## config.mk

```make
export PLATFORM = sky130hd
export DESIGN_NAME = lsu_mem_port
export DESIGN_NICKNAME = d
export VERILOG_FILES = /design/src/rtl/mips_pkg.sv /design/src/rtl/lsu_ext.sv /design/src/rtl/lsu_mem_port.sv
export SDC_FILE = /design/constraint.sdc
export NUM_CORES = 1
export LEC_CHECK = 0
export BUFFER_PORTS_ARGS = -buffer_cell sky130_fd_sc_hd__buf_2
export CORE_MARGIN = 1
export CORE_UTILIZATION = 43
export DETAILED_ROUTE_END_ITERATION = 10
export PLACE_DENSITY = 0.8
export SYNTH_ARGS = -nofsm -noshare
export SYNTH_HDL_FRONTEND = slang
export SYNTH_SLANG_ARGS = --single-unit
```

## constraint.sdc

```tcl
create_clock -name clk -period 1.7 [get_ports clk]
set_input_delay 0.255 -clock clk [delete_from_list [all_inputs] [get_ports clk]]
set_output_delay 0.255 -clock clk [all_outputs]
set_load 0.05 [all_outputs]
```

## src/rtl/mips_pkg.sv

```systemverilog
// Shared definitions for the load/store unit: the 6-bit LS opcodes, the
// LSU FSM state encoding, byte-enable patterns and opcode class helpers.
package mips_pkg;

  localparam logic [5:0] OP_LB  = 6'b101000;
  localparam logic [5:0] OP_LBU = 6'b101001;
  localparam logic [5:0] OP_SB  = 6'b101010;
  localparam logic [5:0] OP_LH  = 6'b111000;
  localparam logic [5:0] OP_LHU = 6'b111001;
  localparam logic [5:0] OP_LW  = 6'b111010;
  localparam logic [5:0] OP_SH  = 6'b111011;
  localparam logic [5:0] OP_SW  = 6'b111100;

  localparam logic [3:0] BE_BYTE    = 4'b0001;
  localparam logic [3:0] BE_HALF_LO = 4'b0011;
  localparam logic [3:0] BE_HALF_HI = 4'b1100;
  localparam logic [3:0] BE_WORD    = 4'b1111;

  typedef enum logic [2:0] {
    ST_IDLE,
    ST_REQ,
    ST_WAIT,
    ST_RESP,
    ST_ERR
  } lsu_state_e;

  function automatic logic is_ls_op(input logic [5:0] op);
    return (op == OP_LB) || (op == OP_LBU) || (op == OP_SB) || (op == OP_LH) ||
           (op == OP_LHU) || (op == OP_LW) || (op == OP_SH) || (op == OP_SW);
  endfunction

  function automatic logic is_store_op(input logic [5:0] op);
    return (op == OP_SB) || (op == OP_SH) || (op == OP_SW);
  endfunction

  function automatic logic is_half_op(input logic [5:0] op);
    return (op == OP_LH) || (op == OP_LHU) || (op == OP_SH);
  endfunction

  function automatic logic is_word_op(input logic [5:0] op);
    return (op == OP_LW) || (op == OP_SW);
  endfunction

endpackage

```

## src/rtl/lsu_ext.sv

```systemverilog
// Combinational load-lane extractor.
//   op     : latched LS opcode
//   offset : byte offset within the word (addr[1:0])
//   rdata  : raw bus read word
//   result : selected byte/half/word, sign- or zero-extended
module lsu_ext
  import mips_pkg::*;
(
  input  logic [5:0]  op,
  input  logic [1:0]  offset,
  input  logic [31:0] rdata,
  output logic [31:0] result
);

  logic [7:0]  byte_sel;
  logic [15:0] half_sel;

  always_comb begin
    byte_sel = rdata[7:0];
    case (offset)
      2'd1:    byte_sel = rdata[15:8];
      2'd2:    byte_sel = rdata[23:16];
      2'd3:    byte_sel = rdata[31:24];
      default: byte_sel = rdata[7:0];
    endcase
    // Halfword lane depends only on offset[1]; offset[0] is don't-care here.
    half_sel = offset[1] ? rdata[31:16] : rdata[15:0];

    result = rdata;
    case (op)
      OP_LB:   result = {{24{byte_sel[7]}}, byte_sel};
      OP_LBU:  result = {24'h0, byte_sel};
      OP_LH:   result = {{16{half_sel[15]}}, half_sel};
      OP_LHU:  result = {16'h0, half_sel};
      default: result = rdata;
    endcase
  end

endmodule

```

## src/rtl/lsu_mem_port.sv

```systemverilog
// Load/store unit: accepts a load/store from execute, drives the data-memory
// request/grant/response bus, returns extended load data and stalls the
// pipeline while busy.
//   clk, reset (async, active-low)
//   ls_*      : pipeline access in, ls_ready/ls_stall out
//   rd_*      : load result pulse and data; st_done store-complete pulse
//   addr_err, bad_addr : misalignment trap pulse and faulting address
//   mem_*     : data-memory bus
// Optional: LSU_ADDR_ERR_EN builds the misalignment trap (ERR state).
//
// state | meaning
// IDLE  | ready; latch op/addr/wdata on a valid LS opcode
// REQ   | mem_req high, bus fields held until mem_gnt
// WAIT  | load granted, waiting for mem_rvalid
// RESP  | one-cycle rd_valid or st_done pulse
// ERR   | one-cycle addr_err pulse, no bus activity
module lsu_mem_port
  import mips_pkg::*;
#(
  parameter int ADDR_W = 32,
  parameter int DATA_W = 32
) (
  input  logic              clk,
  input  logic              reset,
  input  logic              ls_valid,
  input  logic [5:0]        ls_op,
  input  logic [ADDR_W-1:0] ls_addr,
  input  logic [DATA_W-1:0] ls_wdata,
  input  logic              ls_edr,
  output logic              ls_ready,
  output logic              ls_stall,
  output logic              rd_valid,
  output logic [DATA_W-1:0] rd_data,
  output logic              st_done,
  output logic              addr_err,
  output logic [ADDR_W-1:0] bad_addr,
  output logic              mem_req,
  output logic              mem_we,
  output logic [3:0]        mem_be,
  output logic [ADDR_W-1:0] mem_addr,
  output logic [DATA_W-1:0] mem_wdata,
  input  logic              mem_gnt,
  input  logic              mem_rvalid,
  input  logic [DATA_W-1:0] mem_rdata
);

  lsu_state_e        state_q, state_d;
  logic [5:0]        op_q;
  logic [ADDR_W-1:0] addr_q;
  logic [DATA_W-1:0] wdata_q;
  logic [DATA_W-1:0] rd_data_q;
  logic [DATA_W-1:0] ext_data;
  logic [3:0]        be;
  logic [DATA_W-1:0] wd;
  logic              accept;
  logic              trap;

`ifdef LSU_ADDR_ERR_EN
  logic [ADDR_W-1:0] bad_addr_q;
  assign trap = ls_edr
              | (is_half_op(ls_op) & ls_addr[0])
              | (is_word_op(ls_op) & (ls_addr[1:0] != 2'b00));
`else
  // Without the trap, misaligned low bits are simply ignored by lane logic.
  logic unused_edr;
  assign unused_edr = ls_edr;
  assign trap       = 1'b0;
`endif

  always_comb begin
    state_d = state_q;
    accept  = 1'b0;
    case (state_q)
      ST_IDLE: begin
        if (ls_valid && is_ls_op(ls_op)) begin
          accept = 1'b1;
`ifdef LSU_ADDR_ERR_EN
          state_d = trap ? ST_ERR : ST_REQ;
`else
          state_d = ST_REQ;
`endif
        end
      end
      ST_REQ:  if (mem_gnt) state_d = is_store_op(op_q) ? ST_RESP : ST_WAIT;
      ST_WAIT: if (mem_rvalid) state_d = ST_RESP;
      ST_RESP: state_d = ST_IDLE;
`ifdef LSU_ADDR_ERR_EN
      ST_ERR:  state_d = ST_IDLE;
`endif
      default: state_d = ST_IDLE;
    endcase
  end

  always_ff @(posedge clk or negedge reset) begin
    if (!reset) begin
      state_q   <= ST_IDLE;
      op_q      <= '0;
      addr_q    <= '0;
      wdata_q   <= '0;
      rd_data_q <= '0;
    end else begin
      state_q <= state_d;
      if (accept) begin
        op_q    <= ls_op;
        addr_q  <= ls_addr;
        wdata_q <= ls_wdata;
      end
      if (state_q == ST_WAIT && mem_rvalid) rd_data_q <= ext_data;
    end
  end

`ifdef LSU_ADDR_ERR_EN
  always_ff @(posedge clk or negedge reset) begin
    if (!reset) bad_addr_q <= '0;
    else if (accept && trap) bad_addr_q <= ls_addr;
  end
  assign addr_err = (state_q == ST_ERR);
  assign bad_addr = bad_addr_q;
`else
  assign addr_err = 1'b0;
  assign bad_addr = '0;
`endif

  lsu_ext u_ext (
    .op     (op_q),
    .offset (addr_q[1:0]),
    .rdata  (mem_rdata),
    .result (ext_data)
  );

  always_comb begin
    be = BE_WORD;
    wd = '0;
    case (op_q)
      OP_SB: begin
        be = BE_BYTE << addr_q[1:0];
        wd = {4{wdata_q[7:0]}};
      end
      OP_SH: begin
        be = addr_q[1] ? BE_HALF_HI : BE_HALF_LO;
        wd = {2{wdata_q[15:0]}};
      end
      OP_SW:   wd = wdata_q;
      default: begin
        be = BE_WORD;
        wd = '0;
      end
    endcase
  end

  // Bus fields are zero outside REQ so reset and idle both present a quiet bus.
  assign mem_req   = (state_q == ST_REQ);
  assign mem_we    = mem_req & is_store_op(op_q);
  assign mem_be    = mem_req ? be : 4'b0000;
  assign mem_addr  = mem_req ? {addr_q[ADDR_W-1:2], 2'b00} : '0;
  assign mem_wdata = mem_req ? wd : '0;

  assign ls_ready = (state_q == ST_IDLE);
  assign ls_stall = ls_valid & ~ls_ready;
  assign rd_valid = (state_q == ST_RESP) & ~is_store_op(op_q);
  assign st_done  = (state_q == ST_RESP) & is_store_op(op_q);
  assign rd_data  = rd_data_q;

endmodule

```

Word level (Yosys, flattened, before mapping)
Cells that the tools add are included.
{"block": "totals", "wordCells": 65, "inputBits": 108, "output_inout_bits": 139, "register_bits": 105}
{"block": "classes", "muxes": 16, "shift": 1, "n_bitwise": 6, "n_reduce_logical": 13, "eq_ne": 24}
{"op": "one-hot mux 32 bit (4 select lines)", "n": 1}
{"op": "one-hot mux 32 bit (3 select lines)", "n": 1}
{"op": "== test 6 bit, second input constant", "n": 15}
{"op": "two-way mux 32 bit", "n": 2}
{"op": "one-hot mux 8 bit (3 select lines)", "n": 1}
{"op": "two-way mux 16 bit", "n": 1}
{"op": "logical OR 1 bit", "n": 9}
{"op": "two-way mux 3 bit", "n": 3}
{"op": "one-hot mux 3 bit (3 select lines)", "n": 1}
{"op": "two-way mux 4 bit", "n": 2}
{"op": "one-hot mux 4 bit (2 select lines)", "n": 1}
{"op": "== test 3 x 2 -> 1 bit, second input constant", "n": 2}
{"op": "bitwise AND 1 bit", "n": 4}
{"op": "== test 2 bit, second input constant", "n": 2}
{"op": "inequality test 2 x 1 -> 1 bit, second input constant", "n": 2}
{"op": "<< shifter 1 x 2 -> 4 bit, first input constant", "n": 1}
{"op": "== test 3 x 1 -> 1 bit, second input constant", "n": 1}
{"op": "logical NOT 3 bit", "n": 1}
{"op": "two-way mux 1 bit", "n": 3}
{"op": "AND reduction 3 bit", "n": 1}
{"op": "== test 2 x 1 -> 1 bit, second input constant", "n": 1}
{"op": "logical AND 1 bit", "n": 2}
{"op": "inequality test 2 bit, second input constant", "n": 1}
{"op": "NOT 1 bit", "n": 2}

Depth between registers and ports, before layout
Gate-level depths: netlist (run 1).
{"block": "depth", "depth_word": 11, "mapped_depth": 8, "ltp_nobuf": 6}

Cells and area by module
Synthesis (run 1) repeated with hierarchy kept, for this count alone.
{"block": "hier_totals", "cells_unflattened": 520, "area_unflattened_um2": 5838.1}
{"module": "lsu_mem_port", "n_inst": 1, "seq_area_each_um2": 2602.5, "area_per_inst_um2": 4952.2, "cells_per_inst": 396}
{"module": "lsu_ext", "n_inst": 1, "seq_area_each_um2": 0.0, "area_per_inst_um2": 885.8, "cells_per_inst": 124}

Least setup slack after synthesis (run 1)
No wires, ideal clock.
{"block": "synth_path", "path_kind": "register to output", "startpoint": "register state_q[1]", "endpoint": "output port mem_be[2]", "n_path_buf": 1, "t_arrival_ns": 2.463, "setup_slack_ns": -1.018, "stages_incl_launch_ff": 5, "required_ns": 1.445, "cell_sequence": "dfrtp_1 -> inv_1 -> ha_1 -> clkbuf_1 -> a21boi_0"}
{"block": "synth_via", "elab_chain_len": 2}
{"item": "from (decl)", "line": "lsu_mem_port.sv:47", "source": "lsu_state_e state_q, state_d;"}
{"item": "from (signal assigned)", "line": "lsu_mem_port.sv:102", "source": "state_q <= state_d;"}
{"item": "== test 3 x 1 -> 1 bit", "line": "lsu_mem_port.sv:152", "source": "assign mem_req = (state_q == ST_REQ);"}
{"item": "net mem_req", "line": "lsu_mem_port.sv:37", "source": "output logic mem_req,"}
{"item": "two-way mux 4 bit", "line": "lsu_mem_port.sv:154", "source": "assign mem_be = mem_req ? be : 4'b0000;"}
{"item": "to (decl)", "line": "lsu_mem_port.sv:39", "source": "output logic [3:0] mem_be,"}
The timed path passes the listed nets, and every way through them passes these cells.

Final worst setup path (run 1)
{"block": "layout_path", "startpoint": "register op_q[0]", "endpoint": "output port mem_wdata[12]"}
{"block": "layout_via", "elab_chain_len": 3, "elab_cells_between_ends": 5, "cone_classes": "eq/ne (3); mux (2)"}
{"item": "from (decl)", "line": "lsu_mem_port.sv:48", "source": "logic [5:0] op_q;"}
{"item": "from (signal assigned)", "line": "lsu_mem_port.sv:104", "source": "op_q <= ls_op;"}
{"item": "== test 6 bit", "line": "lsu_mem_port.sv:134", "source": "case (op_q)"}
{"item": "one-hot mux 32 bit (3 select lines) (*)", "line": "lsu_mem_port.sv:134"}
{"item": "two-way mux 32 bit (*)", "line": "lsu_mem_port.sv:156", "source": "assign mem_wdata = mem_req ? wd : '0;"}
{"item": "to (decl)", "line": "lsu_mem_port.sv:41", "source": "output logic [DATA_W-1:0] mem_wdata,"}
Every way passes the cells marked *; elsewhere a longest branch is shown, timed or not.

==> results of run 1 <==
synthesized netlist by cell type (all sizes together), types with 2 or more instances:
cell type  instances
dfrtp            104
mux2              77
nand2             66
buf               51
and2              44
nand3             34
a21oi             26
o21ai             22
clkbuf            16
nor2              10
nor3               9
a22o               8
a22oi              8
or3                8
a31oi              7
inv                7
o22ai              7
nor2b              6
nand2b             5
ha                 4
a21boi             2
nand4b             2
o2111ai            2
worst max-delay path by stage:
stage                              startpoint            end  slack (ns)  cells past startpoint
final                     op_q[0]$_DFFE_PN0P_  mem_wdata[12]       -0.63                      7
after global routing      op_q[0]$_DFFE_PN0P_  mem_wdata[12]       -0.67                      7
after CTS                 op_q[2]$_DFFE_PN0P_  mem_wdata[11]       -0.52                      6
after detailed placement  op_q[1]$_DFFE_PN0P_  mem_wdata[11]       -0.28                      6
after global placement    op_q[1]$_DFFE_PN0P_  mem_wdata[10]       -0.24                      6
after floorplan           op_q[1]$_DFFE_PN0P_  mem_wdata[13]       -0.36                      5
layout make-up:
cell class	count	area (um^2)	area share
clock inverters	5	81.3	0.00892
clock buffers	11	233	0.0255
repair inverters	1	7.51	0.000823
well taps	168	210	0.0231
multi-input cells	394	3310	0.363
repair buffers	290	2630	0.289
inverters	7	36.3	0.00398
flip-flops and latches	104	2610	0.286
through the flow:
stage	hold slack (ns)	setup slack [ns]	cells	power [uW]	util
2_1_floorplan	-0.0406	-0.357	570	9930	-
3_3_place_gp	0.369	-0.243	928	11800	0.602
3_5_place_dp	0.376	-0.278	928	12100	0.602
4_1_cts	0.119	-0.524	970	16300	0.723
5_1_grt	0.125	-0.673	980	17900	0.747
6_report	0.123	-0.625	980	17300	0.747
sequential cells by signal (all words and copies together) (netlist names):
name     flops
state_q      2
wdata_q     32
op_q         6
addr_q      32
rd_data     32
power by group through the flow:
stage	Combinational, uW	Sequential (uW)	Clock [uW]
2_1_floorplan	4420	5510	0
3_5_place_dp	7570	4510	0
6_report	10300	4700	2300
4_1_cts	9480	4540	2280
3_3_place_gp	7380	4440	0
5_1_grt	10700	4790	2420
kinds of logic after synthesis:
logic type / share of synthesized area
other cells: 0.000683
simple gates: 0.175
fa+ha+maj: 0.00911
buf+inv: 0.0806
xor+xnor: 0.00159
compound gates: 0.0975
mux: 0.162
flops: 0.474
what timing repair did:
action                     in CTS  in global routing
hold endpoints to repair       13                  0
cloned                          6                  2
hold buffers                    1                  0
setup endpoints to repair      98                173
setup buffers                  21                 16
gates resized for setup       275                 67
pin swaps                      29                 21
layer usage:
metal | vias up | track usage | share of wire
met5 | - | 0 | 0
met4 | 0 | 0.139 | 0.037
met3 | 57 | 0.0648 | 0.065
met2 | 308 | 0.549 | 0.51
met1 | 2701 | 0.357 | 0.39
li1 | 2331 | - | -
==> results.sh, run 1 <==
export IMPL_die_h_um=115
export IMPL_max_stage_delay_ns=0.47
export IMPL_clock_sinks=104
export IMPL_synth_main_ff_cell="dfrtp_1"
export IMPL_cts_tree="built"
export IMPL_outcome="finished, violations left"
export IMPL_crit_required_ns=1.44
export IMPL_r2r_start="state_q[1]$_DFFE_PN0P_"
export IMPL_dr_pass1_iters=4
export IMPL_finalMaxSlewViolations=0
export IMPL_antenna_found_initial=0
export IMPL_p_seq_frac=0.272
export IMPL_synthToLayoutAreaGrowth_pct=66.0
export IMPL_placed_cell_area_mm2=0.00735
export IMPL_switching_share=0.464
export IMPL_worstPathCellList="nor4_4, buf_4, o21ai_4, buf_6, buf_12, a21oi_4, buf_8"
export IMPL_ys_warn_count=0
export IMPL_grtUsageTotal=0.308
export IMPL_nFillCells=744
export IMPL_fp_row_count=40
export IMPL_start_util=0.450
export IMPL_clock_skew_final_ns=0.0113
export IMPL_reg2reg_depth=8
export IMPL_r2r_slack_ns=-0.30
export IMPL_grt_overflow_total=0
export IMPL_holdPathStages=2
export IMPL_drt_iter0_markers=381
export IMPL_die_area_mm2=0.0132
export IMPL_critPathTopFamily="buffers and inverters"
export IMPL_setup_slack_ns=-0.625
export IMPL_synth_edf_count=0
export IMPL_ys_seq_area_frac=0.474
export IMPL_powerDensity_mw_per_mm2=1890
export IMPL_synthCells=536
export IMPL_clkPwrFrac=0.133
export IMPL_relSlewSlack=0.614
export IMPL_cp_max_fo=6
export IMPL_layout_common_cells="buf_2, dfrtp_1, mux2_2"
export IMPL_hold_path_class="in -> reg"
export IMPL_clock_path_buffers=2
export IMPL_maxCapViolations=0
export IMPL_fin_setup_tns_ns=-30.32
export IMPL_final_common_cell="buf_2"
export IMPL_cts_buffers=9
export IMPL_cp_arrival_ns=2.07
export IMPL_critPathBufInv=4
export IMPL_antenna_left=0
export IMPL_io_buffers=210
export IMPL_via_count=5397
export IMPL_grt_max_degree=105
export IMPL_internal_power_uw=9250
export IMPL_grt_pass1_vias=5682
export IMPL_hold_start="ls_wdata[26]"
export IMPL_combinationalPowerShare=0.595
export IMPL_tightest_slew_ns=0.579
export IMPL_grt_pass1_wl_um=30500
export IMPL_cts_root_buffer="clkbuf_16"
export IMPL_io_pins=247
export IMPL_critical_path_class="reg -> out"
export IMPL_min_period_over_period=1.37
export IMPL_place_hpwl_um=12000
export IMPL_crit_path_start_kind="flip-flop"
export IMPL_ir_worst_vdd_uv=1300
export IMPL_async_flop_share=1.00
export IMPL_cpMaxStageDelayCell="dfrtp_2"
export IMPL_max_freq_mhz=430
export IMPL_via_per_inst=5.51
export IMPL_end_kind="output pin"
export IMPL_routabilityCongestion=0.872
export IMPL_diodes=0
export IMPL_fin_nets=919
export IMPL_synth_top_cell_by_area="dfrtp_1"
export IMPL_p_leak_uw=0.00427
export IMPL_synth_avg_cell_area_um2=10.3
export IMPL_fin_area_mm2=0.00912
export IMPL_holdPathEnd="wdata_q[26]$_DFFE_PN0P_"
export IMPL_core_mm2=0.0122
export IMPL_synth_top_area_frac=0.474
export IMPL_rsz0062_at_grt="true"
export IMPL_synth_area_mm2=0.00549
export IMPL_wire_per_inst_um=22.1
export IMPL_synth_lib_cells_used_distinct=41
export IMPL_drc=0
export IMPL_post_route_min_period_ns=2.33
export IMPL_synth_area_top_cells="dfrtp_1, mux2_2, buf_4"
export IMPL_clk_latency_ns=0.36
export IMPL_htree_levels=3
export IMPL_yosys_register_bits=104
export IMPL_switchingPower_uw=8020
export IMPL_die_x_um=115
export IMPL_finalSetupViolations=134
export IMPL_path_clk_slew_ns=0.08
export IMPL_hold_violations=0
export IMPL_timing_rr_end="state_q[0]$_DFFE_PN0P_"
export IMPL_violations="negative setup slack"
export IMPL_drive_gt1_frac=0.635
export IMPL_drt_wl_total_um=21600
Note: power is estimated with default switching activity, not from simulation.
==> inputs of run 2 (changes only) <==
--- a/config.mk
+++ b/config.mk
@@ -7,7 +7,8 @@
 export LEC_CHECK = 0
 export BUFFER_PORTS_ARGS = -buffer_cell sky130_fd_sc_hd__buf_2
 export CORE_MARGIN = 1
-export CORE_UTILIZATION = 43
+export CORE_UTILIZATION = 45
+export CTS_BUF_LIST = sky130_fd_sc_hd__clkbuf_4
 export DETAILED_ROUTE_END_ITERATION = 10
 export PLACE_DENSITY = 0.8
 export SYNTH_ARGS = -nofsm -noshare
==> constraint.sdc (replaced) <==
create_clock -name clk -period 2.31 [get_ports clk]
set_input_delay 0.3465 -clock clk [delete_from_list [all_inputs] [get_ports clk]]
set_output_delay 0.3465 -clock clk [all_outputs]
set_load 0.05 [all_outputs]
==> results.sh, run 2 (synthesis results as in run 1) <==
export IMPL_outcome="finished, violations left"
export IMPL_clock_skew_final_ns=0.0189
export IMPL_hold_path_class="in -> reg"
export IMPL_io_buffers=210
export IMPL_cp_max_fo=8
export IMPL_fin_cells=901
export IMPL_p_leak_uw=0.00358
export IMPL_hold_violations=0
export IMPL_clock_path_buffers=2
export IMPL_htree_levels=3
export IMPL_drt_wl_total_um=15300
export IMPL_antenna_left=0
export IMPL_drt_iter0_markers=258
export IMPL_place_ws_ns=0.124
export IMPL_end_kind="output pin"
export IMPL_post_place_cells=874
export IMPL_path_clk_slew_ns=0.16
export IMPL_total_power_uw=9530
export IMPL_cts_tree="built"
export IMPL_via_per_inst=5.31
export IMPL_grtUsageTotal=0.245
export IMPL_drive_gt1_frac=0.499
export IMPL_die_area_mm2=0.0127
export IMPL_drc=0
export IMPL_start_util=0.471
export IMPL_ir_worst_vdd_uv=955
export IMPL_powerDensity_mw_per_mm2=1290
export IMPL_die_x_um=112
export IMPL_max_freq_mhz=401
export IMPL_grt_overflow_total=0
export IMPL_min_period_over_period=1.08
export IMPL_relSlewSlack=0.623
export IMPL_grt_pass1_vias=4748
export IMPL_crit_required_ns=1.96
export IMPL_clock_sinks=104
export IMPL_fin_nets=864
export IMPL_post_route_min_period_ns=2.49
export IMPL_finalMaxSlewViolations=0
export IMPL_maxCapViolations=0
export IMPL_die_h_um=112
export IMPL_rsz0062_at_grt="true"
export IMPL_routabilityCongestion=0.869
export IMPL_finalSetupViolations=34
export IMPL_core_mm2=0.0117
export IMPL_setup_slack_ns=-0.184
export IMPL_synthToLayoutAreaGrowth_pct=34.1
export IMPL_cp_arrival_ns=2.15
export IMPL_clk_latency_ns=0.47
export IMPL_io_pins=247
export IMPL_via_count=4783
export IMPL_dr_pass1_iters=5
export IMPL_fp_row_count=39
export IMPL_tightest_slew_ns=0.564
export IMPL_violations="negative setup slack"
export IMPL_crit_path_start_kind="flip-flop"
export IMPL_cts_buffers=9
export IMPL_grt_max_degree=45
export IMPL_critical_path_class="reg -> out"
export IMPL_cts_root_buffer="clkbuf_4"
export IMPL_layout_common_cells="buf_2, dfrtp_1, mux2_2"
export IMPL_wire_per_inst_um=17.0
export IMPL_place_hpwl_um=11000
export IMPL_final_common_cell="buf_2"
export IMPL_antenna_found_initial=1
export IMPL_grt_pass1_wl_um=24000
## run 2: changes by cell type in the layout (fill, tap and decap cells not counted), moves of 8 or more
cell,previous run,this run
a22o_1,0,8
a22o_4,8,0
buf_2,137,159
a21oi_1,4,14
and2_1,1,32
buf_4,39,29
clkbuf_4,0,16
and2_4,43,7
clkbuf_16,10,1
buf_8,56,2
buf_12,15,4
## run 2: worst max-delay path: stages, from the launching register on
cell and delay [ns]:
dfrtp_1 0.45, nand4b_1 0.25, nor2_2 0.19, buf_6 0.14, o21ai_4 0.10, buf_12 0.17
a21oi_1 0.15, buf_4 0.23
## run 2: what timing repair did
item | in CTS | in global routing
gates resized for setup | 101 | 23
endpoints found under the hold margin | 32 | 0
gates cloned | 0 | 1
buffers inserted | 6 | 2
pin swaps | 5 | 4
setup endpoints to repair | 69 | 68
hold buffers | 1 | 0
## run 2: stage by stage
step                      cell area, um^2   util  setup TNS, ns  hold slack [ns]
after global placement               6760  0.580              0            0.319
final                                7370  0.632          -3.73           0.0898
after global routing                 7370  0.632          -8.63           0.0658
after floorplan                      5750      -         -0.591           0.0509
after detailed placement             6760  0.580              0            0.327
after CTS                            7250  0.622          -3.43           0.0630
## run 2: layer usage
metal | up-vias | routed length (um) | GRT usage
li1 | 2220 | - | -
met1 | 2294 | 6140 | 0.291
met2 | 240 | 7610 | 0.422
met3 | 29 | 1210 | 0.0626
met4 | 0 | 373 | 0.105
met5 | - | 0 | 0
## run 2: path summary, 6_finish.rpt
path	start	end	slack [ns]	cells past startpoint
max reg2reg	state_q[0]$_DFFE_PN0P_	addr_q[24]$_DFFE_PN0P_	0.33	5
max in group asynchronous	reset	addr_q[3]$_DFFE_PN0P_	1.20	3
max	op_q[2]$_DFFE_PN0P_	mem_wdata[8]	-0.18	7
min reg2reg	rd_data[4]$_DFFE_PN0P_	rd_data[4]$_DFFE_PN0P_	0.49	2
min in group asynchronous	reset	wdata_q[26]$_DFFE_PN0P_	0.35	2
min	ls_wdata[10]	wdata_q[10]$_DFFE_PN0P_	0.09	2
## run 2: final cells by class
cell class | count | area, um^2
Inverter | 7 | 28.8
Clock inverter | 4 | 45.0
Antenna cell | 1 | 2.50
Sequential cell | 104 | 2610
Fill cell | 941 | 4290
Clock buffer | 12 | 90.1
Multi-Input combinational cell | 392 | 2800
Timing Repair Buffer | 238 | 1620
Tap cell | 143 | 179
## run 2: report_power, final
part / switching [uW] / leakage [uW] / internal [uW] / total [uW]
clock network: 589 / 0.0000726 / 361 / 950
registers: 594 / 0.00128 / 2670 / 3260
logic: 3520 / 0.00223 / 1800 / 5320
total: 4700 / 0.00358 / 4830 / 9530
==> inputs of run 3 (changes only) <==
--- a/config.mk
+++ b/config.mk
@@ -11,6 +11,7 @@
 export CTS_BUF_LIST = sky130_fd_sc_hd__clkbuf_4
 export DETAILED_ROUTE_END_ITERATION = 10
 export PLACE_DENSITY = 0.8
+export REMOVE_ABC_BUFFERS = 1
 export SYNTH_ARGS = -nofsm -noshare
 export SYNTH_HDL_FRONTEND = slang
 export SYNTH_SLANG_ARGS = --single-unit
==> constraint.sdc (replaced) <==
create_clock -name clk -period 2.4 [get_ports clk]
set_input_delay 0.36 -clock clk [delete_from_list [all_inputs] [get_ports clk]]
set_output_delay 0.36 -clock clk [all_outputs]
set_load 0.05 [all_outputs]
==> results.sh, run 3 (synthesis results as in run 1) <==
export IMPL_outcome="finished, violations left"
export IMPL_violations="negative setup slack"
export IMPL_end_kind="output pin"
export IMPL_critPathBufInv=5
export IMPL_via_count=4850
export IMPL_wire_per_inst_um=16.8
export IMPL_io_pins=247
export IMPL_final_common_cell="buf_2"
export IMPL_io_buffers=210
export IMPL_crit_path_start_kind="flip-flop"
export IMPL_setup_slack_ns=-0.113
export IMPL_die_x_um=112
export IMPL_drt_iter0_markers=356
export IMPL_fin_nets=873
export IMPL_layout_common_cells="buf_2, dfrtp_1, mux2_2"
export IMPL_antenna_left=0
export IMPL_cp_arrival_ns=2.15
export IMPL_cts_tree="built"
export IMPL_hold_violations=0
export IMPL_p_leak_uw=0.00365
export IMPL_maxCapViolations=0
export IMPL_grt_pass1_wl_um=23700
export IMPL_core_mm2=0.0117
export IMPL_place_hpwl_um=10800
export IMPL_crit_top_cell="buf_6"
export IMPL_worstPathCellList="buf_6, buf_4, nand4b_1, nor2_4, buf_6, buf_6, a22oi_1, a21oi_1, buf_4"
export IMPL_fin_area_mm2=0.00743
export IMPL_htree_levels=3
export IMPL_critPathTopFamily="buffers and inverters"
export IMPL_finalMaxSlewViolations=0
export IMPL_cpMaxStageDelayCell="dfrtp_1"
export IMPL_whs_ns=0.0929
export IMPL_cp_max_fo=5
export IMPL_powerDensity_mw_per_mm2=1280
export IMPL_nFillCells=886
export IMPL_antenna_found_initial=0
export IMPL_grtUsageTotal=0.242
export IMPL_clk_latency_ns=0.48
export IMPL_placed_cell_area_mm2=0.00665
export IMPL_drc=0
export IMPL_switching_share=0.491
export IMPL_die_area_mm2=0.0127
export IMPL_clock_path_buffers=2
export IMPL_post_route_min_period_ns=2.51
export IMPL_start_util=0.471
export IMPL_routabilityCongestion=0.919
export IMPL_path_clk_slew_ns=0.17
export IMPL_switchingPower_uw=4670
export IMPL_grt_max_degree=55
export IMPL_tightest_slew_ns=0.553
export IMPL_critical_path_class="reg -> out"
export IMPL_relSlewSlack=0.631
export IMPL_regArea_mm2=0.00261
export IMPL_cts_buffers=9
export IMPL_combinationalPowerShare=0.553
export IMPL_cts_root_buffer="clkbuf_4"
export IMPL_synthToLayoutAreaGrowth_pct=35.2
export IMPL_drt_wl_total_um=15300
export IMPL_die_h_um=112
export IMPL_rsz0062_at_grt="true"
export IMPL_total_power_uw=9510
export IMPL_crit_required_ns=2.04
export IMPL_grt_overflow_total=0
export IMPL_internal_power_uw=4840
export IMPL_diodes=0
export IMPL_ir_worst_vdd_uv=698
export IMPL_p_seq_frac=0.336
export IMPL_dr_pass1_iters=5
export IMPL_max_stage_delay_ns=0.44
export IMPL_max_freq_mhz=398
export IMPL_min_period_over_period=1.05
export IMPL_drive_gt1_frac=0.501
export IMPL_clock_skew_final_ns=0.0192
export IMPL_place_ws_ns=0.0998
export IMPL_multiInputGateArea_mm2=0.00277
export IMPL_finalSetupViolations=21
export IMPL_via_per_inst=5.34
export IMPL_hold_path_class="in -> reg"
export IMPL_fp_row_count=39
export IMPL_clkPwrFrac=0.111
export IMPL_grt_pass1_vias=4837
export IMPL_clock_sinks=104
==> run 3: area by class of cell <==
cell class	instances	area share
clock inverters	7	0.0138
clock buffers	9	0.00909
inverters	7	0.00387
flip-flops and latches	104	0.351
multi-input cells	392	0.373
well taps	143	0.0241
repair buffers	247	0.226
==> run 3: power groups by stage <==
stage	Combinational, uW	Clock [uW]	Sequential, uW
2_1_floorplan	2650	0	3930
3_3_place_gp	4630	0	3130
3_5_place_dp	4740	0	3190
4_1_cts	4990	1090	3160
5_1_grt	5600	1150	3280
6_report	5260	1060	3190
==> run 3: final timing paths <==
| check | startpoint | to | cells after the start | slack, ns |
|---|---|---|---|---|
| max in group asynchronous | reset | addr_q[30]$_DFFE_PN0P_ | 3 | 1.41 |
| min in group asynchronous | reset | rd_data[1]$_DFFE_PN0P_ | 2 | 0.32 |
| setup / recovery | op_q[1]$_DFFE_PN0P_ | mem_wdata[13] | 9 | -0.11 |
| hold / removal | ls_addr[31] | addr_q[31]$_DFFE_PN0P_ | 2 | 0.09 |
| setup reg to reg | addr_q[1]$_DFFE_PN0P_ | rd_data[26]$_DFFE_PN0P_ | 4 | 0.37 |
| hold reg to reg | rd_data[0]$_DFFE_PN0P_ | rd_data[0]$_DFFE_PN0P_ | 2 | 0.50 |
==> run 3: through the flow <==
step,cells,TNS (ns),utilization
after floorplan,503,-159.30,-
after global placement,875,0,0.570
after detailed placement,875,0,0.570
after CTS,898,-1.17,0.615
after global routing,909,-5.28,0.637
final,909,-1.30,0.637
==> run 3: timing repair <==
action | CTS | global route
pin swaps | 3 | 16
hold endpoints to repair | 25 | 0
hold buffers | 1 | 0
setup endpoints to repair | 65 | 39
setup buffers | 6 | 10
gates resized for setup | 98 | 46
gates cloned | 0 | 1
==> run 3: routing by layer <==
layer	global-route usage	wire, um	vias up
met4	0.106	378	0
met2	0.432	7880	257
met1	0.275	5930	2308
met5	0	0	-
met3	0.0583	1120	32
li1	-	-	2253
